`src/rtl/seg_scan_decoder.sv`:
```
// Receive side of the multiplexed 7-segment scan: debounce, decode and rebuild a 4-digit score.
// Optional: define SEG_SCAN_BLANK_EN to accept an all-off hundreds/thousands digit as a leading-blank zero.
module seg_scan_decoder #(
    parameter int STABLE_CYCLES  = 4,
    parameter int TIMEOUT_CYCLES = 65536
) (
    input  logic        sampleClk,
    input  logic        rst,
    input  logic [3:0]  whichseg,
    input  logic [6:0]  segval,
    output logic [13:0] score,
    output logic        scoreValid,
    output logic        frameErr,
    output logic        stale,
    output logic [3:0]  digitMask
);

    localparam int RW = $clog2(STABLE_CYCLES + 1);
    localparam int TW = $clog2(TIMEOUT_CYCLES + 1);
    localparam logic [RW-1:0] RUN_MAX  = RW'(STABLE_CYCLES);
    localparam logic [TW-1:0] IDLE_MAX = TW'(TIMEOUT_CYCLES);
    localparam logic [TW-1:0] IDLE_HIT = TW'(TIMEOUT_CYCLES - 1);

    logic [10:0]      sample_q;
    logic [RW-1:0]    run_q, run_d;
    logic [TW-1:0]    idle_q, idle_d;
    logic [3:0][3:0]  dig_q, dig_d;
    logic [3:0]       mask_q, mask_d, err_q, err_d;
    logic             done_q, done_d;
    logic [13:0]      score_q, score_d;
    logic             valid_q, valid_d, ferr_q, ferr_d, stale_q, stale_d;

    logic [10:0]      newSample;
    logic             changed, slotLegal, capture, timeoutHit;
    logic [1:0]       slotIdx;
    logic [4:0]       decoded;
    logic [3:0]       maskBase, errBase;

    // Returns {illegal, digit} for an active-low segment pattern in the given slot.
    function automatic logic [4:0] decodeSeg(input logic [6:0] seg, input logic [1:0] slot);
        logic [4:0] res;
        res = 5'b1_0000;
        case (seg)
            7'b0000001: res = 5'd0;
            7'b1001111: res = 5'd1;
            7'b0010010: res = 5'd2;
            7'b0000110: res = 5'd3;
            7'b1001100: res = 5'd4;
            7'b0100100: res = 5'd5;
            7'b0100000: res = 5'd6;
            7'b0001111: res = 5'd7;
            7'b0000000: res = 5'd8;
            7'b0000100: res = 5'd9;
`ifdef SEG_SCAN_BLANK_EN
            7'b1111111: res = (slot[1]) ? 5'd0 : 5'b1_0000;
`else
            7'b1111111: res = (slot == slot) ? 5'b1_0000 : 5'b1_0000;
`endif
            default:    res = 5'b1_0000;
        endcase
        return res;
    endfunction

    always_comb begin
        newSample = {whichseg, segval};
        changed   = (newSample != sample_q);
        slotLegal = 1'b1;
        slotIdx   = 2'd0;
        case (whichseg)
            4'b0111: slotIdx = 2'd0;
            4'b1011: slotIdx = 2'd1;
            4'b1101: slotIdx = 2'd2;
            4'b1110: slotIdx = 2'd3;
            default: slotLegal = 1'b0;
        endcase

        if (changed)
            run_d = RW'(1);
        else if (run_q == RUN_MAX)
            run_d = run_q;
        else
            run_d = run_q + RW'(1);

        // A restart that lands straight on the threshold still counts as reaching it.
        capture    = slotLegal && (run_d == RUN_MAX) && (changed || run_q != RUN_MAX);
        decoded    = decodeSeg(segval, slotIdx);

        timeoutHit = !capture && (idle_q == IDLE_HIT);
        if (capture)
            idle_d = '0;
        else if (idle_q == IDLE_MAX)
            idle_d = idle_q;
        else
            idle_d = idle_q + TW'(1);

        stale_d = capture ? 1'b0 : (timeoutHit ? 1'b1 : stale_q);

        valid_d = done_q;
        ferr_d  = done_q && (|err_q);
        score_d = score_q;
        if (done_q && !(|err_q))
            score_d = 14'(dig_q[3]) * 14'd1000 + 14'(dig_q[2]) * 14'd100
                    + 14'(dig_q[1]) * 14'd10 + 14'(dig_q[0]);

        // Frame clears happen first so a capture on the same edge opens the next frame.
        maskBase = (done_q || timeoutHit) ? 4'b0000 : mask_q;
        errBase  = (done_q || timeoutHit) ? 4'b0000 : err_q;
        mask_d   = maskBase;
        err_d    = errBase;
        dig_d    = dig_q;
        if (capture) begin
            mask_d[slotIdx] = 1'b1;
            err_d[slotIdx]  = decoded[4];
            dig_d[slotIdx]  = decoded[3:0];
        end
        done_d = capture && (mask_d == 4'b1111);
    end

    always_ff @(posedge sampleClk or posedge rst) begin
        if (rst) begin
            sample_q <= 11'h7FF;
            run_q    <= '0;
            idle_q   <= '0;
            dig_q    <= '0;
            mask_q   <= 4'b0000;
            err_q    <= 4'b0000;
            done_q   <= 1'b0;
            score_q  <= 14'd0;
            valid_q  <= 1'b0;
            ferr_q   <= 1'b0;
            stale_q  <= 1'b0;
        end else begin
            sample_q <= newSample;
            run_q    <= run_d;
            idle_q   <= idle_d;
            dig_q    <= dig_d;
            mask_q   <= mask_d;
            err_q    <= err_d;
            done_q   <= done_d;
            score_q  <= score_d;
            valid_q  <= valid_d;
            ferr_q   <= ferr_d;
            stale_q  <= stale_d;
        end
    end

    assign score      = score_q;
    assign scoreValid = valid_q;
    assign frameErr   = ferr_q;
    assign stale      = stale_q;
    assign digitMask  = mask_q;

endmodule

```
`config.mk`:
```
export PLATFORM = sky130hd
export DESIGN_NAME = seg_scan_decoder
export DESIGN_NICKNAME = d
export VERILOG_FILES = /design/src/rtl/seg_scan_decoder.sv
export SDC_FILE = /design/constraint.sdc
export NUM_CORES = 1
export LEC_CHECK = 0
export CORE_MARGIN = 1.5
export CORE_UTILIZATION = 60
export CTS_CLUSTER_DIAMETER = 40
export DETAILED_ROUTE_END_ITERATION = 10
export PLACE_DENSITY = 0.8
export SYNTH_ARGS = -nofsm -noshare
export SYNTH_HDL_FRONTEND = slang
export SYNTH_SLANG_ARGS = --single-unit
```
`constraint.sdc`:
```
create_clock -name sampleClk -period 6.1 [get_ports sampleClk]
set_input_delay 1.22 -clock sampleClk [delete_from_list [all_inputs] [get_ports sampleClk]]
set_output_delay 1.22 -clock sampleClk [all_outputs]
set_load 0.05 [all_outputs]
```
==> Word level (Yosys, flattened, before mapping) <==
Cells that the tools add are included.
{ "totals": {"inputBits": 13, "word_cells": 80, "ff_bits": 73, "out_inout_bits": 21} }
{ "classes": {"multipliers": 3, "n_eq_ne": 21, "n_bitwise": 1, "n_addsub": 5, "n_reduce_logical": 15, "order_cmp": 2, "n_mux": 19} }
{ "ops": {"columns": ["cell", "count"], "rows": [
  ["5-bit one-hot mux with 10 select lines", 1],
  ["17-bit two-way mux", 2],
  ["4-bit two-way mux", 5],
  ["17-bit by 1-bit adder with 17-bit output (second input constant)", 1],
  ["17-bit by 16-bit == test with 1-bit output (second input constant)", 1],
  ["17-bit == test (second input constant)", 1],
  ["16-bit bitwise mux", 1],
  ["4-bit == test (second input constant)", 4],
  ["14-bit by 11-bit adder with 14-bit output", 1],
  ["14-bit by 4-bit adder with 14-bit output", 1],
  ["14-bit by 8-bit adder with 14-bit output", 1],
  ["7-bit by 3-bit == test with 1-bit output (second input constant)", 2],
  ["7-bit by 6-bit == test with 1-bit output (second input constant)", 2],
  ["7-bit == test (second input constant)", 2],
  ["4-bit by 7-bit multiplier with 11-bit output (second input constant)", 1],
  ["11-bit inequality test", 1],
  ["4-bit by 5-bit multiplier with 9-bit output (second input constant)", 1],
  ["4-bit demux with 2-bit select", 1],
  ["4-bit OR reduction", 2],
  ["7-bit by 1-bit == test with 1-bit output (second input constant)", 1],
  ["7-bit by 4-bit == test with 1-bit output (second input constant)", 1],
  ["7-bit by 5-bit == test with 1-bit output (second input constant)", 1],
  ["1-bit logical AND", 7],
  ["7-bit logical NOT", 1],
  ["17 further kinds", 24]
]} }

==> Longest topological paths before layout <==
Gate-level depths: netlist of run 1.
{ "logic_depth": {"word_depth": 14, "mapped_depth": 17} }

==> Worst setup path before layout of run 1 <==
OpenSTA, ideal clock, no wires.
{ "synth_path": {"kind": "register to register", "start": "register dig_q[14] (netlist name)", "end": "register score_q[13] (netlist: score[13])", "period_less_slack_ns": 4.251, "path_slack_ns": 1.849, "t_required_ns": 5.966, "path_stages_with_launch": 15, "t_arrival_ns": 4.116, "setup_time_ns": 0.134, "path_cell_list": "dfrtp_1 -> ha_1 -> fa_1 -> inv_1 -> fa_1 -> fa_1 -> inv_1 -> ha_1 -> ha_1 -> o21a_1 -> o31a_1 -> or4_1 -> a311o_1 -> xnor2_1 -> o21ai_0"} }
{ "synth_via": {"elab_chain_len": 4} }
{ "synth_lines": {"columns": ["item", "line_no", "text"], "rows": [
  ["start: declaration", "27", "logic [3:0][3:0] dig_q, dig_d;"],
  ["start signal: assignment", "136", "dig_q <= dig_d;"],
  ["4-bit by 7-bit multiplier with 11-bit output", "102", "score_d = 14'(dig_q[3]) * 14'd1000 + 14'(dig_q[2]) * 14'd100"],
  ["14-bit by 11-bit adder with 14-bit output", "102", null],
  ["14-bit by 8-bit adder with 14-bit output", "103", "+ 14'(dig_q[1]) * 14'd10 + 14'(dig_q[0]);"],
  ["14-bit by 4-bit adder with 14-bit output", "103", null],
  ["end signal: assignment", "140", "score_q <= score_d;"],
  ["end: declaration", "30", "logic [13:0] score_q, score_d;"]
]} }
No other way between the ends.
A chain may end at the register's enable or synchronous reset.

==> Worst setup path after layout of run 1 <==
Ends and elaborated chain as after synthesis.

==> results of run 1 <==
==> metal layers <==
metal  up-vias  global-route usage [%]  part of all wire (%)
met1      1724                    29.8                    44
met3        15                    3.72                   3.4
met5         -                       0                     0
li1       1711                       -                     -
met4         0                    6.47                   1.7
met2        63                    42.3                    51
==> cell type report <==
type,instances,area share [%]
inverters,38,2.59
repair buffers,35,6.26
well taps,102,2.32
clock inverters,6,0.772
flip-flops and latches,73,33.4
multi-input cells,353,52.4
clock buffers,10,2.32
==> critical path, cell delays in order (launching register included) <==
cell and delay [ns]:
dfrtp_1 0.49, ha_1 0.34, fa_1 0.55, inv_1 0.07, fa_1 0.50, fa_1 0.54, inv_1 0.04, ha_1 0.30
ha_1 0.35, o21a_1 0.13, o31a_1 0.12, or4_1 0.47, a311o_1 0.31, xnor2_1 0.13, o21ai_0 0.08
==> stage by stage <==
step           hold slack, ns  power [mW]  instances  instance area [um2]
2_1_floorplan           0.393       0.535        480                 4970
3_3_place_gp            0.432       0.546        601                 5340
3_5_place_dp            0.450       0.548        601                 5340
4_1_cts                 0.459       0.889        617                 5510
5_1_grt                 0.467       0.916        617                 5510
6_report                0.454       0.881        617                 5510
==> final timing paths <==
check	from	endpoint	slack [ns]
max in group asynchronous	rst	score[6]	4.07
worst max-delay path	dig_q[14]	score[13]	1.53
min in group asynchronous	rst	frameErr	1.46
worst min-delay path	done_q	scoreValid	0.45
worst max register to register	dig_q[14]	score[13]	1.53
worst min register to register	done_q	scoreValid	0.45
==> sequential cells by signal, summed over array words and instances (netlist names) <==
register    count
scoreValid      1
idle_q         17
score          14
done_q          1
frameErr        1
sample_q       11
err_q           4
run_q           3
digitMask       4
stale           1
dig_q          16
==> layout by cell type (no fill, tap or decap), types with 6 or more instances in the layout <==
| cell | synthesis | routed |
|---|---|---|
| mux2_2 | 20 | 20 |
| nand2_1 | 39 | 39 |
| a21oi_1 | 13 | 13 |
| clkdlybuf4s50_1 | 0 | 33 |
| ha_1 | 55 | 55 |
| nand3_1 | 12 | 12 |
| xnor2_1 | 18 | 18 |
| nor2_1 | 43 | 43 |
| a31oi_1 | 6 | 6 |
| inv_1 | 37 | 36 |
| xor2_1 | 27 | 27 |
| nor3_1 | 6 | 6 |
| nor4_1 | 8 | 8 |
| o21ai_0 | 20 | 20 |
| dfrtp_1 | 62 | 62 |
| fa_1 | 17 | 17 |
| dfstp_2 | 11 | 11 |
| clkbuf_8 | 0 | 9 |
==> report_power, final <==
group / internal [mW] / total, mW / switching [mW] / leakage, nW
sequential: 0.490 / 0.492 / 0.00180 / 0.952
clock: 0.149 / 0.342 / 0.193 / 0.0831
combinational: 0.0165 / 0.0463 / 0.0297 / 1.62
==> cell families (layout without fill, tap and decap cells) <==
| logic type | after synthesis | after routing |
|---|---|---|
| adders and majority gates | 72 | 72 |
| DFF | 73 | 73 |
| buffers and inverters | 54 | 89 |
| xor gates and xnor gates | 45 | 45 |
| muxes | 25 | 25 |
| AOI/OAI and AO/OA | 67 | 67 |
| and+or+nand+nor | 144 | 144 |
==> flow_metrics.env, run 1 <==
export IMPL_die_h_um=94.0
export IMPL_cts_root_buf="clkbuf_8"
export IMPL_cp_max_fo=7
export IMPL_ys_async_sr_fraction_pct=100
export IMPL_min_period_ns=4.57
export IMPL_end_kind="register"
export IMPL_grt_pass1_vias=3591
export IMPL_drt_iter0_markers=129
export IMPL_syn_area_um2=4970
export IMPL_synthCells=480
export IMPL_clock_sinks=73
export IMPL_ff2ff_path_depth=14
export IMPL_synth_edff_count=0
export IMPL_ys_warn_count=0
export IMPL_synth_commonest_cells="62 x dfrtp_1, 55 x ha_1, 43 x nor2_1"
export IMPL_post_cts_buffers=0
export IMPL_gp_congestion=0.912
export IMPL_synth_top_area_share_pct=31.2
export IMPL_final_layout_size_suffix_gt1_share_pct=11.8
export IMPL_core_area_um2=7890
export IMPL_synth_flop_cell="dfrtp_1"
export IMPL_multi_input_comb_area_um2=2890
export IMPL_seq_area_um2=1840
export IMPL_dpl_hpwl_um=7000
export IMPL_clock_skew_ns=0.0149
export IMPL_pre_cts_ws_ns=1.58
export IMPL_gr_total_overflow=0
export IMPL_synth_most_common_cell="dfrtp_1"
export IMPL_die_w_um=94.0
export IMPL_ir_drop_v=0.000130
export IMPL_holdCritPathClass="register to register"
export IMPL_cts_resized=0
export IMPL_synth_compound_area_share_pct=9.22
export IMPL_worstSkewPairLatency_ns=0.36
export IMPL_syn_avg_cell_area_um2=10.3
export IMPL_rows=32
export IMPL_dr_pass1_iters=4
export IMPL_clk_path_buf_depth=2
export IMPL_seq_area_frac_synth_pct=37.1
export IMPL_grt_pass1_wl_um=16400
export IMPL_antenna_found_initial=0
export IMPL_hold_buffers=0
export IMPL_boundaryPins=34
export IMPL_synthMuxAreaShare_pct=5.54
export IMPL_path_class="register to register"
export IMPL_power_density_nw_per_um2=160
export IMPL_worstSetupStartpointType="register"
export IMPL_grt_max_degree=74
export IMPL_netlist_top_cells_area="dfrtp_1 31%, ha_1 14%, fa_1 6.9%, dfstp_2 5.8%, xor2_1 4.8%"
export IMPL_setup_ws_ns=1.53
export IMPL_drt_wirelength_per_cell_um=15.1
export IMPL_die_area_um2=8830
export IMPL_synth_top_family_by_area="adder cells"
export IMPL_nets=595
export IMPL_finalSetupViolations=0
export IMPL_holdPathStages=0
export IMPL_slew_violations=0
export IMPL_port_buffers=33
export IMPL_hold_viol_final=0
export IMPL_status="finished, final reports clean"
export IMPL_antenna_cells=0
export IMPL_post_route_period_util_pct=75.0
export IMPL_drv_cap=0
export IMPL_crit_arrival_ns=4.78
export IMPL_drc=0
export IMPL_slew_headroom_pct=40.3
export IMPL_tns_ns=0
export IMPL_worstMarginPinSlew_ns=0.895
export IMPL_synth_nets=565
export IMPL_via_per_inst=5.69
export IMPL_wirelength_um=9300
export IMPL_area_delta_synth_final_pct=11.0
export IMPL_track_usage_pct=23.7
export IMPL_synthAdderAreaFrac_pct=20.7
export IMPL_max_freq_mhz=219
export IMPL_cts_tree="done"
export IMPL_postRouteAntennaNets=0
export IMPL_synth_seq_cells=73
export IMPL_cp_required_ns=6.30
export IMPL_yosys_area_share_simple_pct=14.7
export IMPL_fillers=617
export IMPL_cellLeakagePower_nw=2.66
export IMPL_htreeDepth=3
export IMPL_synth_cell_types=64
export IMPL_rsz0062_at_grt="false"
export IMPL_fin_util_pct=69.9
export IMPL_num_vias=3513
export IMPL_clk_pin_slew_ns=0.08
export IMPL_synth_area_leader_cell="dfrtp_1"
export IMPL_synth_xor_area_share_pct=7.94
export IMPL_start_util_pct=63.0
export IMPL_cts_buffers=9
(Power assumes the default switching activity.)
==> run 2, diff against run 1 <==
- CORE_UTILIZATION: 60 -> 54
- PLACE_DENSITY: 0.8 -> 0.76
- clock period: 6.1 -> 4.2 ns (I/O delays scaled with it)
==> flow_metrics.env, run 2 (same netlist as run 1, synthesis figures left out) <==
export IMPL_status="finished, final reports clean"
export IMPL_ir_drop_v=0.000189
export IMPL_slew_violations=0
export IMPL_crit_reg2reg_launch="dig_q[13]"
export IMPL_power_mw=1.40
export IMPL_crit_arrival_ns=4.32
export IMPL_grt_max_degree=44
export IMPL_rsz0062_at_grt="true"
export IMPL_drv_cap=0
export IMPL_path_class="register to register"
export IMPL_worstMarginPinSlew_ns=0.779
export IMPL_min_delay_start="done_q"
export IMPL_fillers=667
export IMPL_end_kind="register"
export IMPL_core_area_um2=8810
export IMPL_rows=34
export IMPL_drc=0
export IMPL_clock_skew_ns=0.0122
export IMPL_cp_required_ns=4.40
export IMPL_track_usage_pct=20.5
export IMPL_finalSetupViolations=0
export IMPL_gp_congestion=0.802
export IMPL_gr_total_overflow=0
export IMPL_instances_no_fill=639
export IMPL_cts_tree="done"
export IMPL_boundaryPins=34
export IMPL_postRouteAntennaNets=0
export IMPL_crit_path_start="dig_q[13]"
export IMPL_die_w_um=98.9
export IMPL_post_route_period_util_pct=98.2
export IMPL_placed_cells=618
export IMPL_cts_root_buf="clkbuf_8"
export IMPL_hold_viol_final=0
export IMPL_drt_wirelength_per_cell_um=14.5
export IMPL_layout_common_cells="60 x dfrtp_1, 44 x ha_1, 42 x nor2_1"
export IMPL_dpl_cell_area_um2=5460
export IMPL_final_common_cell="dfrtp_1"
export IMPL_cts_buffers=9
export IMPL_wirelength_um=9240
export IMPL_antenna_cells=0
export IMPL_max_freq_mhz=242
export IMPL_grtUsageMet1_pct=25.7
export IMPL_grt_pass1_wl_um=16200
export IMPL_area_delta_synth_final_pct=18.2
export IMPL_antenna_found_initial=0
export IMPL_die_area_um2=9780
export IMPL_via_per_inst=5.44
export IMPL_grt_pass1_vias=3585
export IMPL_final_layout_size_suffix_gt1_share_pct=18.5
export IMPL_min_period_ns=4.13
export IMPL_dpl_hpwl_um=6870
export IMPL_power_density_nw_per_um2=238
export IMPL_worstSkewPairLatency_ns=0.34
export IMPL_nets=611
export IMPL_slew_headroom_pct=47.9
export IMPL_dr_pass1_iters=4
export IMPL_design_area_um2=5870
export IMPL_grt_busiest_layer="met2"
export IMPL_worstSetupStartpointType="register"
export IMPL_fin_hold_ws_ns=0.478
export IMPL_clk_pin_slew_ns=0.08
export IMPL_drt_iter0_markers=152
export IMPL_hold_buffers=0
export IMPL_fin_util_pct=66.7
export IMPL_die_h_um=98.9
export IMPL_num_vias=3476
export IMPL_holdCritPathClass="register to register"
export IMPL_top_register="idle_q"
export IMPL_largest_reg_flops=17
export IMPL_clock_sinks=73
export IMPL_start_util_pct=56.4
export IMPL_cp_max_fo=5
export IMPL_cellLeakagePower_nw=2.79
export IMPL_clk_path_buf_depth=2
export IMPL_use_met2_pct=36.3
export IMPL_grt_util_met3_pct=3.90
export IMPL_htreeDepth=3
export IMPL_port_buffers=33
-- run 2: power breakdown --
group          switching (mW)  leakage, nW  total, mW  internal (mW)
sequential            0.00233        0.950      0.714          0.712
combinational          0.0424         1.72     0.0679         0.0256
clock                   0.275        0.116      0.617          0.342
-- run 2: layout make-up --
class                      instances  area [um2]  area share, %
multi-input combinational        353        3040           51.8
clock buffer                       9         124           2.11
tap                              108         135           2.30
sequential                        73        1840           31.4
inverter                          38         143           2.43
clock inverter                     7         103           1.75
timing repair buffer              51         482           8.20
-- run 2: final timing paths --
| kind | cells after the start | slack, ns | endpoint |
|---|---|---|---|
| min in group asynchronous | 2 | 0.93 | idle_q[9] |
| max in group asynchronous | 3 | 2.54 | sample_q[2] |
| setup reg to reg | 14 | 0.07 | score[13] |
| hold / removal | 0 | 0.48 | scoreValid |
| hold reg to reg | 0 | 0.48 | scoreValid |
| setup / recovery | 14 | 0.07 | score[13] |
-- run 2: critical path: stages (launching register included) --
cell and delay [ns]:
dfrtp_2 0.48, ha_4 0.24, fa_1 0.53, inv_1 0.06, fa_1 0.46, fa_1 0.54
inv_1 0.06, ha_4 0.24, ha_4 0.23, o21a_1 0.10, o31a_1 0.11, or4_4 0.44
a311o_1 0.29, xnor2_1 0.15, o21ai_1 0.07
-- run 2: metrics by stage --
| stage | setup WS (ns) | TNS [ns] |
|---|---|---|
| 2_1_floorplan | 0.0513 | 0 |
| 3_3_place_gp | -0.0631 | -0.0756 |
| 3_5_place_dp | -0.134 | -0.327 |
| 4_1_cts | 0.00835 | 0 |
| 5_1_grt | -0.0877 | -0.115 |
| 6_report | 0.0748 | 0 |
-- run 2: timing repair --
item                       4_1_cts  5_1_grt
setup buffers                    1        4
setup endpoints to repair        3        3
pin swaps                        3       12
resized for setup                5       18
-- run 2: per-layer routing --
layer,share of wire [%],wire length (um)
met5,0,0
met4,0.96,89
met3,2.9,266
met2,52,4780
met1,44,4110
==> run 3, diff against run 2 <==
- CAP_MARGIN: not set -> 0
==> results of run 3 <==
Same layout as run 2: the final DEF is identical, and so are final timing and power.
